--- src/rtl/muldiv_unit_pkg.sv ---
`default_nettype none
// ============================================================================
// Module      : muldiv_unit_pkg
// Description : Shared constants and types for the RV32M multiply/divide unit.
// Revision    : 1.0 - initial release
// ============================================================================
package muldiv_unit_pkg;

    localparam int XLEN_DEFAULT      = 32;
    localparam int TAG_WIDTH_DEFAULT = 4;

    localparam logic [2:0] OPENUM_MUL    = 3'd0;
    localparam logic [2:0] OPENUM_MULH   = 3'd1;
    localparam logic [2:0] OPENUM_MULHSU = 3'd2;
    localparam logic [2:0] OPENUM_MULHU  = 3'd3;
    localparam logic [2:0] OPENUM_DIV    = 3'd4;
    localparam logic [2:0] OPENUM_DIVU   = 3'd5;
    localparam logic [2:0] OPENUM_REM    = 3'd6;
    localparam logic [2:0] OPENUM_REMU   = 3'd7;

    typedef enum logic [1:0] {
        ST_IDLE = 2'd0,
        ST_MUL  = 2'd1,
        ST_DIV  = 2'd2,
        ST_DONE = 2'd3
    } state_e;

    // funct3 bit 2 selects the divide group; within it bit 1 picks remainder
    // and bit 0 marks the unsigned variants.
    function automatic logic op_is_div(input logic [2:0] op);
        return op[2];
    endfunction

    function automatic logic op_is_rem(input logic [2:0] op);
        return op[1];
    endfunction

    function automatic logic op_div_signed(input logic [2:0] op);
        return ~op[0];
    endfunction

endpackage
`default_nettype wire

--- src/rtl/muldiv_unit_div_step.sv ---
`default_nettype none
// ============================================================================
// Module      : muldiv_unit_div_step
// Description : Combinational restoring-divide step retiring DIV_BITS bits.
// Revision    : 1.0 - initial release
// ============================================================================
module muldiv_unit_div_step #(
    parameter int XLEN     = 32,
    parameter int DIV_BITS = 1
) (
    input  logic [XLEN-1:0]     rem_in,
    input  logic [DIV_BITS-1:0] dvd_msb,
    input  logic [XLEN-1:0]     dvs_in,
    output logic [XLEN-1:0]     rem_out,
    output logic [DIV_BITS-1:0] quo_out
);

    always_comb begin
        logic [XLEN:0]   w_trial;
        logic [XLEN-1:0] w_rem;
        w_rem   = rem_in;
        w_trial = '0;
        quo_out = '0;
        for (int i = DIV_BITS - 1; i >= 0; i--) begin
            w_trial = {w_rem, dvd_msb[i]};
            if (w_trial >= {1'b0, dvs_in}) begin
                w_trial    = w_trial - {1'b0, dvs_in};
                quo_out[i] = 1'b1;
            end
            w_rem = w_trial[XLEN-1:0];
        end
        rem_out = w_rem;
    end

endmodule
`default_nettype wire

--- src/rtl/muldiv_unit.sv ---
`default_nettype none
// ============================================================================
// Module      : muldiv_unit
// Description : Multi-cycle RV32M multiply/divide unit with flush and stall.
// Revision    : 1.0 - initial release
// ============================================================================
module muldiv_unit
    import muldiv_unit_pkg::*;
#(
    parameter int XLEN      = XLEN_DEFAULT,
    parameter int TAG_WIDTH = TAG_WIDTH_DEFAULT,
    parameter int DIV_BITS  = 1
) (
    input  logic                 clk_in,
    input  logic                 rst_in,
    input  logic                 rdy_in,
    input  logic                 clear_in,
    input  logic                 in_valid,
    output logic                 in_ready,
    input  logic [2:0]           in_op,
    input  logic [XLEN-1:0]      in_v1,
    input  logic [XLEN-1:0]      in_v2,
    input  logic [TAG_WIDTH-1:0] in_tag,
    output logic                 out_valid,
    input  logic                 out_ready,
    output logic [XLEN-1:0]      out_result,
    output logic [TAG_WIDTH-1:0] out_tag,
    output logic                 busy
);

    localparam int                 STEPS    = XLEN / DIV_BITS;
    localparam int                 CNT_W    = $clog2(STEPS);
    localparam logic [CNT_W-1:0]   CNT_LAST = CNT_W'(STEPS - 1);
    localparam logic [XLEN-1:0]    MOST_NEG = {1'b1, {(XLEN-1){1'b0}}};

    state_e                 state_q, state_d;
    logic [2:0]             op_q, op_d;
    logic [XLEN-1:0]        a_q, a_d;
    logic [XLEN-1:0]        b_q, b_d;
    logic [XLEN-1:0]        rem_q, rem_d;
    logic [XLEN-1:0]        result_q, result_d;
    logic [TAG_WIDTH-1:0]   tag_q, tag_d;
    logic [CNT_W-1:0]       count_q, count_d;
    logic                   neg_quo_q, neg_quo_d;
    logic                   neg_rem_q, neg_rem_d;

    // Accept-time operand conditioning for the divide path
    logic                   w_v1_neg, w_v2_neg, w_div_zero, w_div_ovf;
    logic [XLEN-1:0]        w_abs_v1, w_abs_v2;

    assign w_v1_neg   = op_div_signed(in_op) & in_v1[XLEN-1];
    assign w_v2_neg   = op_div_signed(in_op) & in_v2[XLEN-1];
    assign w_abs_v1   = w_v1_neg ? (~in_v1 + 1'b1) : in_v1;
    assign w_abs_v2   = w_v2_neg ? (~in_v2 + 1'b1) : in_v2;
    assign w_div_zero = (in_v2 == '0);
    assign w_div_ovf  = op_div_signed(in_op) && (in_v1 == MOST_NEG) && (in_v2 == '1);

    // Multiplier: sign-extend to 2*XLEN so one unsigned product covers all variants
    logic                   w_mul_a_sx, w_mul_b_sx;
    logic [2*XLEN-1:0]      w_mul_a, w_mul_b, w_prod;
    logic [XLEN-1:0]        w_mul_res;

    assign w_mul_a_sx = ((op_q == OPENUM_MULH) || (op_q == OPENUM_MULHSU)) & a_q[XLEN-1];
    assign w_mul_b_sx = (op_q == OPENUM_MULH) & b_q[XLEN-1];
    assign w_mul_a    = {{XLEN{w_mul_a_sx}}, a_q};
    assign w_mul_b    = {{XLEN{w_mul_b_sx}}, b_q};
    assign w_prod     = w_mul_a * w_mul_b;
    assign w_mul_res  = (op_q == OPENUM_MUL) ? w_prod[XLEN-1:0] : w_prod[2*XLEN-1:XLEN];

    // a_q doubles as the dividend shift register; quotient bits enter at the bottom
    logic [XLEN-1:0]        w_rem_nxt, w_quo_nxt, w_quo_signed, w_rem_signed, w_div_res;
    logic [DIV_BITS-1:0]    w_q_bits;

    muldiv_unit_div_step #(
        .XLEN     (XLEN),
        .DIV_BITS (DIV_BITS)
    ) u_div_step (
        .rem_in  (rem_q),
        .dvd_msb (a_q[XLEN-1 -: DIV_BITS]),
        .dvs_in  (b_q),
        .rem_out (w_rem_nxt),
        .quo_out (w_q_bits)
    );

    assign w_quo_nxt    = {a_q[XLEN-DIV_BITS-1:0], w_q_bits};
    assign w_quo_signed = neg_quo_q ? (~w_quo_nxt + 1'b1) : w_quo_nxt;
    assign w_rem_signed = neg_rem_q ? (~w_rem_nxt + 1'b1) : w_rem_nxt;
    assign w_div_res    = op_is_rem(op_q) ? w_rem_signed : w_quo_signed;

    always_comb begin
        state_d   = state_q;
        op_d      = op_q;
        a_d       = a_q;
        b_d       = b_q;
        rem_d     = rem_q;
        result_d  = result_q;
        tag_d     = tag_q;
        count_d   = count_q;
        neg_quo_d = neg_quo_q;
        neg_rem_d = neg_rem_q;
        if (rdy_in) begin
            if (clear_in) begin
                state_d = ST_IDLE;
                count_d = '0;
            end else begin
                case (state_q)
                    ST_IDLE: begin
                        if (in_valid) begin
                            op_d    = in_op;
                            tag_d   = in_tag;
                            count_d = '0;
                            rem_d   = '0;
                            if (!op_is_div(in_op)) begin
                                a_d     = in_v1;
                                b_d     = in_v2;
                                state_d = ST_MUL;
                            end else if (w_div_zero) begin
                                result_d = op_is_rem(in_op) ? in_v1 : '1;
                                state_d  = ST_DONE;
                            end else if (w_div_ovf) begin
                                result_d = op_is_rem(in_op) ? '0 : in_v1;
                                state_d  = ST_DONE;
                            end else begin
                                a_d       = w_abs_v1;
                                b_d       = w_abs_v2;
                                neg_quo_d = w_v1_neg ^ w_v2_neg;
                                neg_rem_d = w_v1_neg;
                                state_d   = ST_DIV;
                            end
                        end
                    end
                    ST_MUL: begin
                        result_d = w_mul_res;
                        state_d  = ST_DONE;
                    end
                    ST_DIV: begin
                        rem_d   = w_rem_nxt;
                        a_d     = w_quo_nxt;
                        count_d = count_q + 1'b1;
                        if (count_q == CNT_LAST) begin
                            result_d = w_div_res;
                            count_d  = '0;
                            state_d  = ST_DONE;
                        end
                    end
                    ST_DONE: begin
                        if (out_ready) begin
                            state_d = ST_IDLE;
                        end
                    end
                    default: state_d = ST_IDLE;
                endcase
            end
        end
    end

    always_ff @(posedge clk_in) begin
        if (rst_in) begin
            state_q   <= ST_IDLE;
            op_q      <= '0;
            a_q       <= '0;
            b_q       <= '0;
            rem_q     <= '0;
            result_q  <= '0;
            tag_q     <= '0;
            count_q   <= '0;
            neg_quo_q <= 1'b0;
            neg_rem_q <= 1'b0;
        end else begin
            state_q   <= state_d;
            op_q      <= op_d;
            a_q       <= a_d;
            b_q       <= b_d;
            rem_q     <= rem_d;
            result_q  <= result_d;
            tag_q     <= tag_d;
            count_q   <= count_d;
            neg_quo_q <= neg_quo_d;
            neg_rem_q <= neg_rem_d;
        end
    end

    assign in_ready   = (state_q == ST_IDLE);
    assign out_valid  = (state_q == ST_DONE);
    assign busy       = (state_q != ST_IDLE);
    assign out_result = result_q;
    assign out_tag    = tag_q;

endmodule
`default_nettype wire

--- config.mk ---
export PLATFORM = sky130hd
export DESIGN_NAME = muldiv_unit
export DESIGN_NICKNAME = d
export VERILOG_FILES = /design/src/rtl/muldiv_unit_pkg.sv /design/src/rtl/muldiv_unit_div_step.sv /design/src/rtl/muldiv_unit.sv
export SDC_FILE = /design/constraint.sdc
export NUM_CORES = 2
export LEC_CHECK = 0
export BUFFER_PORTS_ARGS = -buffer_cell sky130_fd_sc_hd__buf_2
export CORE_MARGIN = 2
export CORE_UTILIZATION = 60
export CTS_CLUSTER_DIAMETER = 150
export DETAILED_ROUTE_END_ITERATION = 8
export PLACE_DENSITY = 0.8
export SLEW_MARGIN = 30
export SYNTH_ARGS = -nofsm -noshare
export SYNTH_HDL_FRONTEND = slang
export SYNTH_HIERARCHICAL = 1
export SYNTH_SLANG_ARGS = --single-unit
--- constraint.sdc ---
create_clock -name clk_in -period 8.3 [get_ports clk_in]
set_input_delay 1.245 -clock clk_in [delete_from_list [all_inputs] [get_ports clk_in]]
set_output_delay 1.245 -clock clk_in [all_outputs]
set_load 0.005 [all_outputs]
==> impl_results.md <==
- Status: completed
- TritonCTS buffer count: 17
- Clock skew: around 0.022 ns
- Final HPWL from detailed placement: 129.0 mm
- Core Footprint: about 0.083 mm²
- Netlist cell types: between 90 and 100
- Reg area: between 0.002 and 0.003 mm²
- Total gr overflow: 0
- Routability cong.: around 1
- Met1 wire length: 59.34 mm
- VDD IR max: 131.3 µV
- Top cells by count, synth: inv_1, fa_1, nand2_1
- WP data required: 8.69 ns
- Overall routed net length: about 160 mm
- Slowest stage delay, CP: 0.57 ns
- Placed insts: 7116
- TritonCTS clock tree: yes
- Vias in the first global route: 44870
- Clk Latency, worst-skew pair: 0.48 ns
- CP most frequent cell: fa_1
- RSZ-0062 raised after global routing: yes
- Drt initial violations: 4080
- WHS: between 0.4 and 0.5 ns
- Vias: 42540
- Routed wire per std cell: 22.09 µm
- H-tree Lvls: 4
- Async SR Flop Fraction: 0%
- Final core occ: 65.52%
- CP Class: flop to flop
- Total GRT Usage: a little under two fifths
- Most common cell in the netlist: inv_1
- Pwr dens: 58.44 mW/mm²
- Clock root buffer: clkbuf_16
- Dominant cell type by area after synthesis: fa_1
- Die footprint: between 0.08 and 0.09 mm²
- Largest net degree at the start of global routing: 74
- Synthesis-to-finish area growth: 8.445%
- Share of layout cells above drive strength 1: 9.424%
- First-pass DRT Iterations: 6
- Sequential fraction of the synthesis area: 5.720%
- First-pass GRT wire length: roughly 250 mm
- Finished layout cell area: between 0.05 and 0.06 mm²
- Worst slew pin tran: 1.004 ns
- Worst Reg-to-Reg Cells: 28
- # rows: between 100 and 150
- Overall Power: 0.003194 W
- Antenna-violating nets left: 0
- Synth top area cells: fa_1, inv_1, nand2_1
- Register bit total from synthesis: 144
- Post-DP Area: 0.05354 mm²
- Mapped Nets: 7485
- CTS Buffer Depth: 2
- Critical Path End Type: flop
- Share of the synthesized area in the top cell type: 44.72%
- Nets: 7525
- Clock sinks: about 140
- Final Max Slew Viols: 0
- Most used flip-flop cell after synthesis: dfxtp_1
- Final setup fails: 0
- IO buf count: 115
- Startpoint types: flop
- WL met3: between 15 and 20 mm
- Post-Syn Instances: 6027
- Highest metal used: met5
- Final Cycle Share: 97.70%
- Mean Syn Cell Area: 8.363 µm²
- Initial antenna violation count: 10
- Rel. slew slack: 32.90%
- Static Leakage: 25.05 nW
- Die height: 293.8 µm
- CP max-delay cell: fa_1
- Post-synth EDFFs: 0
- Hold path depth: 2
- Wire length on met2: 72.96 mm
- Max cap viols: 0
- Fill count: 6812
- Crit Path Max Fanout: 10
- Cell Area, Synth: 0.05040 mm²
- F_max: roughly 0.12 GHz
- Top-Level Pins: 116
- Vias/cell: 5.940
- Clock slew at reported path FFs: 0.08 ns
- Multi-input gate area: 0.04181 mm²
- Drc violations: 0
- Min Clock Period, post-route: between 8 and 9 ns
- Tightest Hold Check Type: flop to flop
- Die width: 293.8 µm
- Yosys Warn Count: 6
- Final Hold Vio Count: 0
- Worst EP arrival: roughly 8.5 ns
- Initial core utilization: 60.42%
- Final instance count without filler cells: 7162
final cells by class:
cell class / count / area share, %
well taps: 1080 / 2.472
inverters: 1237 / 8.516
repair buffers: 405 / 6.094
multi-input cells: 4262 / 76.50
diodes: 2 / 0.009157
clock inverters: 15 / 0.3159
flip-flops and latches: 144 / 5.318
clock buffers: 17 / 0.7783
flip-flops by register name, indices dropped and copies added, names as in the netlist, 2 cells and up:
register	cells
out_tag	4
op_q	3
state_q	2
count_q	5
rem_q	32
b_q	32
a_q	32
out_result	32
critical path: cells and delay by family (launching register included):
| family | cells | cell delay, ns |
|---|---|---|
| adders and majority gates | 9 | 4.19 |
| and+or+nand+nor | 6 | 1.54 |
| AOI/OAI and AO/OA | 4 | 0.84 |
| buffers and inverters | 7 | 0.82 |
| DFF | 1 | 0.34 |
| xor gates and xnor gates | 2 | 0.29 |
placed cells by master, fill, tap and decap left out, types with 15 or more instances in the layout:
cell | Yosys | final
nand3_1 | 73 | 73
nor2_1 | 185 | 182
maj3_1 | 31 | 31
o21bai_1 | 17 | 17
o21a_1 | 15 | 15
nor4_1 | 24 | 23
fa_1 | 1126 | 1119
buf_2 | 9 | 114
xnor2_1 | 112 | 110
clkbuf_16 | 0 | 18
or4_1 | 15 | 15
nand4_1 | 32 | 32
nor3_1 | 53 | 51
buf_12 | 0 | 44
ha_1 | 255 | 243
o31ai_1 | 32 | 30
a21oi_1 | 226 | 223
or3_1 | 34 | 32
xor2_1 | 100 | 99
nor2b_1 | 15 | 15
and2_1 | 321 | 320
buf_4 | 2 | 245
o21ai_1 | 34 | 39
dfxtp_1 | 144 | 129
a21o_1 | 49 | 49
o211ai_1 | 21 | 21
a211oi_1 | 40 | 39
inv_1 | 1235 | 1226
and3_1 | 18 | 18
o21ai_0 | 148 | 139
nand2_1 | 1068 | 1065
metrics by stage:
stage | setup TNS (ns) | setup slack [ns]
finish | 0 | 0.1911
global route | -0.2684 | -0.07353
CTS | 0 | 0.01767
detailed placement | -2.062 | -0.4004
global placement | -1.406 | -0.3926
floorplan | 0 | 0.0001323
timing repair:
action,in CTS,in global routing
setup buffers,4,7
gates resized for setup,20,79
pin swaps,2,22
hold buffers,0,0
gates cloned,0,1
endpoints found under the hold margin,0,0
setup endpoints to repair,18,19
routing by layer:
| metal | GRT usage (%) | vias to the layer above |
|---|---|---|
| met5 | 0 | - |
| met4 | 19.67 | 14 |
| met3 | 6.926 | 512 |
| met2 | 60.37 | 2264 |
| met1 | 49.79 | 21390 |
| li1 | - | 18360 |
worst paths after layout:
| path | slack [ns] | to | startpoint |
|---|---|---|---|
| setup / recovery | 0.19 | out_result[4] | op_q[1] |
| hold reg to reg | 0.46 | out_tag[2] | out_tag[2] |
| setup reg to reg | 0.19 | out_result[4] | op_q[1] |
| hold / removal | 0.46 | out_tag[2] | out_tag[2] |
logic make-up after synthesis:
| family | synth area share, % |
|---|---|
| simple gates | 17.53 |
| buf+inv | 12.17 |
| fa+ha+maj | 51.67 |
| compound gates | 8.947 |
| xor+xnor | 3.684 |
| flops | 5.720 |
| mux | 0.2830 |
power breakdown:
| part | internal, W | switching, W | total [W] |
|---|---|---|---|
| Clock | 0.000405 | 0.000433 | 0.000838 |
| Combinational | 0.000546 | 0.00106 | 0.00161 |
| Sequential | 0.000709 | 0.0000377 | 0.000747 |
| Total | 0.00166 | 0.00153 | 0.00319 |
Power figures use the tool's default switching activity.
